`src/rtl/lfsr_div_engine.sv`:
```
// Serial Galois-LFSR division engine: divides a latched K-bit word MSB-first by POLY,
// BPC bits per clock, and presents the W-bit remainder with a start/busy/done handshake.
module lfsr_div_engine #(
    parameter int             W    = 24,
    parameter logic [W-1:0]   POLY = 24'h884110,
    parameter int             K    = 40,
    parameter int             BPC  = 1,
    parameter logic [W-1:0]   INIT = '0,
    parameter int             CW   = 11
) (
    input  logic          clk,
    input  logic          rst,
    input  logic          start,
    input  logic [K-1:0]  data_in,
    output logic          busy,
    output logic          done,
    output logic [CW-1:0] count,
    output logic [W-1:0]  rem_out,
    output logic          rem_zero
);

    typedef enum logic {IDLE, SHIFT} state_t;

    localparam logic [CW-1:0] BPC_C = CW'(BPC);
    localparam logic [CW-1:0] K_C   = CW'(K);

    state_t          state_reg;
    logic [K-1:0]    word_reg;
    logic [W-1:0]    rem_next;
    logic            step_fb;
    logic [CW-1:0]   count_next;
    logic            last;

    // BPC chained bit-steps per clock, consuming the word from its MSB downward.
    always_comb begin
        rem_next = rem_out;
        step_fb  = 1'b0;
        for (int i = 0; i < BPC; i++) begin
            step_fb  = word_reg[K-1-i] ^ rem_next[0];
            rem_next = {step_fb, rem_next[W-1:1] ^ (POLY[W-2:0] & {(W-1){step_fb}})};
        end
    end

    assign count_next = count + BPC_C;
    assign last       = (count_next == K_C);

    always_ff @(posedge clk or posedge rst) begin
        if (rst) begin
            state_reg <= IDLE;
            word_reg  <= '0;
            rem_out   <= '0;
            count     <= '0;
            busy      <= 1'b0;
            done      <= 1'b0;
            rem_zero  <= 1'b0;
        end else begin
            done <= 1'b0;
            case (state_reg)
                IDLE: begin
                    if (start) begin
                        word_reg  <= data_in;
                        rem_out   <= INIT;
                        count     <= '0;
                        busy      <= 1'b1;
                        rem_zero  <= 1'b0;
                        state_reg <= SHIFT;
                    end
                end
                SHIFT: begin
                    rem_out  <= rem_next;
                    word_reg <= word_reg << BPC;
                    count    <= count_next;
                    if (last) begin
                        busy      <= 1'b0;
                        done      <= 1'b1;
                        rem_zero  <= (rem_next == '0);
                        state_reg <= IDLE;
                    end
                end
                default: state_reg <= IDLE;
            endcase
        end
    end

endmodule
```
`config.mk`:
```
export PLATFORM = sky130hd
export DESIGN_NAME = lfsr_div_engine
export DESIGN_NICKNAME = d
export VERILOG_FILES = /design/src/rtl/lfsr_div_engine.sv
export SDC_FILE = /design/constraint.sdc
export NUM_CORES = 1
export LEC_CHECK = 0
export CAP_MARGIN = 20
export CELL_PAD_IN_SITES_DETAIL_PLACEMENT = 0
export CELL_PAD_IN_SITES_GLOBAL_PLACEMENT = 1
export CORE_ASPECT_RATIO = 0.9
export CORE_MARGIN = 10
export CORE_UTILIZATION = 35
export DETAILED_ROUTE_END_ITERATION = 7
export PLACE_DENSITY_LB_ADDON = 0.1
export SYNTH_ARGS = -nofsm -noshare
export SYNTH_HDL_FRONTEND = slang
export SYNTH_SLANG_ARGS = --single-unit
```
`constraint.sdc`:
```
create_clock -name clk -period 2.4 [get_ports clk]
set_clock_uncertainty 0.1 [all_clocks]
set_input_delay 0.48 -clock clk [delete_from_list [all_inputs] [get_ports clk]]
set_output_delay 0.48 -clock clk [all_outputs]
set_load 0.01 [all_outputs]
```
==> qor.yml, run 1 <==
setup_path:
  cp_slowest_cell: "clkdlybuf4s50_1"
  required_ns: 1.82
  crit_path_start_kind: "flop"
  path_cells: "clkdlybuf4s50_1"
  path_buf_inv: 1
  rrSetupSlack_ns: 0.35
  critPathTopFamily: "buffers and inverters"
  crit_type: "flop to primary output"
  crit_path_end_kind: "primary output"
  worstPathArrival_ns: 1.50
  cp_max_fo: 10
  cp_slowest_stage_delay_ns: 0.61
final_layout:
  drive_gt1_share_pct: 6.82
  fin_nets: 508
  largest_reg_flops: 40
  final_area_sq_mm: 0.00497
  diodes: 0
  area_delta_synth_final_pct: 33.9
  post-route-util_pct: 48.3
global_route:
  grt_pass1_vias: 2983
  grt_pass1_wl_um: 16200
  grtUsageTotal_pct: 12.9
  antenna_found_initial: 0
  overflow: 0
  grt_max_degree: 80
die:
  die_w_um: 129
  core_area_sq_mm: 0.0103
  die_h_um: 118
  rows: 35
  ios: 81
  start_util_pct: 36.0
  design.die.area_sq_mm: 0.0151
clock_network:
  h-tree-depth: 3
  clkTransAtPathRegs_ns: 0.06
  clk-insertion-delay-late_ns: 0.33
  cts_tree: "done"
  clockBufferDepth: 2
  holdBufCountCts: 0
  post_cts_buffers: 0
  clock-sinks: 79
  numCtsBuffers: 9
  cts_resized: 0
  root_buffer: "clkbuf_16"
yosys:
  syn_nets: 435
  synth_area_sq_mm: 0.00371
  synth_largest_area_cell: "dfrtp_1"
  syn_avg_cell_area_sq_um: 9.49
  yosys.cell_count.top_type: "nand2_1"
  ys_seq_area_share_pct: 53.3
  synth.distinct_cells: 34
  netlist_top_cells_count: "94 x nand2_1, 79 x dfrtp_1, 76 x o21ai_0, 43 x mux2i_1, 17 x clkbuf_1"
  yosys.area.top_type_share_pct: 53.3
  syn_inst: 391
  synth.ff_latch_count: 79
  async_flop_share_pct: 100
  ys_warn_count: 0
  synthFlopType: "dfrtp_1"
  synth_edf_count: 0
  netlist_top_cells_area: "dfrtp_1 53%, mux2i_1 12%, o21ai_0 10%"
power_and_ir_drop:
  ir_drop_mv: 0.614
  seq_power_share_pct: 42.0
  p_comb_share_pct: 33.1
  p_leak_uw: 0.00212
  p_int_uw: 3640
  fin_total_pwr_uw: 5530
  switchingPower_uw: 1890
  clockPowerShare_pct: 24.9
  power_density_mw_per_mm2: 1110
  swShare_pct: 34.3
timing:
  max_freq_mhz: 482
  tns_ns: 0
  finalCritPeriodShare_pct: 86.5
  finalSetupViolCount: 0
  rsz0062_at_grt: "no"
  period_needed_ns: 2.08
  finalHoldViolations: 0
  slew_violations: 0
  tightest_slew_ns: 0.639
  slew_headroom_pct: 57.4
placement:
  postPlaceCellArea_sq_mm: 0.00467
  gp_congestion: 0.805
  place.detailed.hpwl_um: 6420
  port_buffers: 80
route:
  route.detailed.drc: 0
  vias: 3031
  drtIter0Drc: 325
  viasPerCell: 5.07
  wirelength_um: 9650
  final_antenna_net_count: 0
  firstDrtPassIters: 4
  wl_per_cell_um: 16.1
run:
  cap_violations: 0
run_status:
  status: "finished clean"
min_path:
  hold_path.class: "input pin to async pin"
[stage by stage]
stage	hold WS, ns	setup WS (ns)	cells
global placement	0.356	0.466	582
global route	0.383	0.194	598
detailed placement	0.365	0.387	582
floorplan	0.349	0.542	391
finish	0.368	0.324	598
CTS	0.370	0.302	598
[routing by layer]
layer	global-route usage, %	share of wire [%]	up-vias
li1	-	-	1490
met1	18.0	48	1459
met2	18.3	44	74
met3	4.46	6.8	8
met4	3.62	1.1	0
met5	0	0	-
[layout make-up]
type / count / area, sq um
repair buffers: 90 / 911
clock inverters: 5 / 57.6
fillers: 975 / 5330
multi-input cells: 280 / 1590
flip-flops and latches: 79 / 1980
inverters: 4 / 18.8
well taps: 129 / 161
clock buffers: 11 / 243
[power by group through the flow]
| stage | Combinational [uW] | Sequential, uW | Clock, uW |
|---|---|---|---|
| after detailed placement | 1860 | 2350 | 0 |
| after global routing | 2050 | 2420 | 1470 |
| after floorplan | 889 | 2320 | 0 |
| after global placement | 1850 | 2340 | 0 |
| final | 1830 | 2330 | 1380 |
| after CTS | 1870 | 2330 | 1410 |
[cell usage in the layout (no fill, tap or decap), types with 2 or more instances in the layout]
cell             synthesis  layout
buf_12                   0       3
nand2_1                 94      94
nor2_1                  11      11
and4_1                   3       3
clkinvlp_4               0       4
nand4_1                  5       5
inv_1                    3       2
nor3_1                   8       8
clkbuf_16                0       9
clkdlybuf4s50_1          0      79
xnor2_1                  5       5
mux2i_1                 43      43
dfrtp_1                 79      78
buf_4                    0       8
a21oi_1                  8       8
and2_1                   2       2
nand3_1                  6       6
nor4_1                   5       5
o21ai_0                 76      76
[worst paths after layout]
kind	startpoint	to	depth (start not counted)
setup / recovery	count[2]	count[2]	1
hold / removal	rst	word_reg[18]	2
setup reg to reg	count[0]	rem_zero	6
hold reg to reg	word_reg[25]	word_reg[26]	2
max in group asynchronous	rst	state_reg	3
min in group clk	word_reg[25]	word_reg[26]	2
[cells by family after synthesis]
| kind of cell | count (synthesis) | synth area share (%) |
|---|---|---|
| buffers and inverters | 32 | 3.74 |
| flip-flops | 79 | 53.3 |
| multiplexers | 43 | 11.6 |
| adder cells (fa/ha/maj) | 1 | 0.337 |
| AO/OA/AOI/OAI | 90 | 12.6 |
| XOR/XNOR | 6 | 1.42 |
| AND/OR/NAND/NOR | 140 | 17.0 |
[worst reg2reg max path, stage by stage, from the launching register on]
cell	delay (ns)
dfrtp_1	0.44
ha_1	0.37
nand4_1	0.19
nor4b_2	0.28
nor3_1	0.11
nor3_2	0.28
mux2i_1	0.22
No activity file was read; power rests on OpenSTA's default activity.
==> run 2: changes to the inputs <==
- ABC_CLOCK_PERIOD_IN_PS: default -> 2400
==> results of run 2 <==
Same layout as run 1: the final DEF is identical, and so are final timing and power.
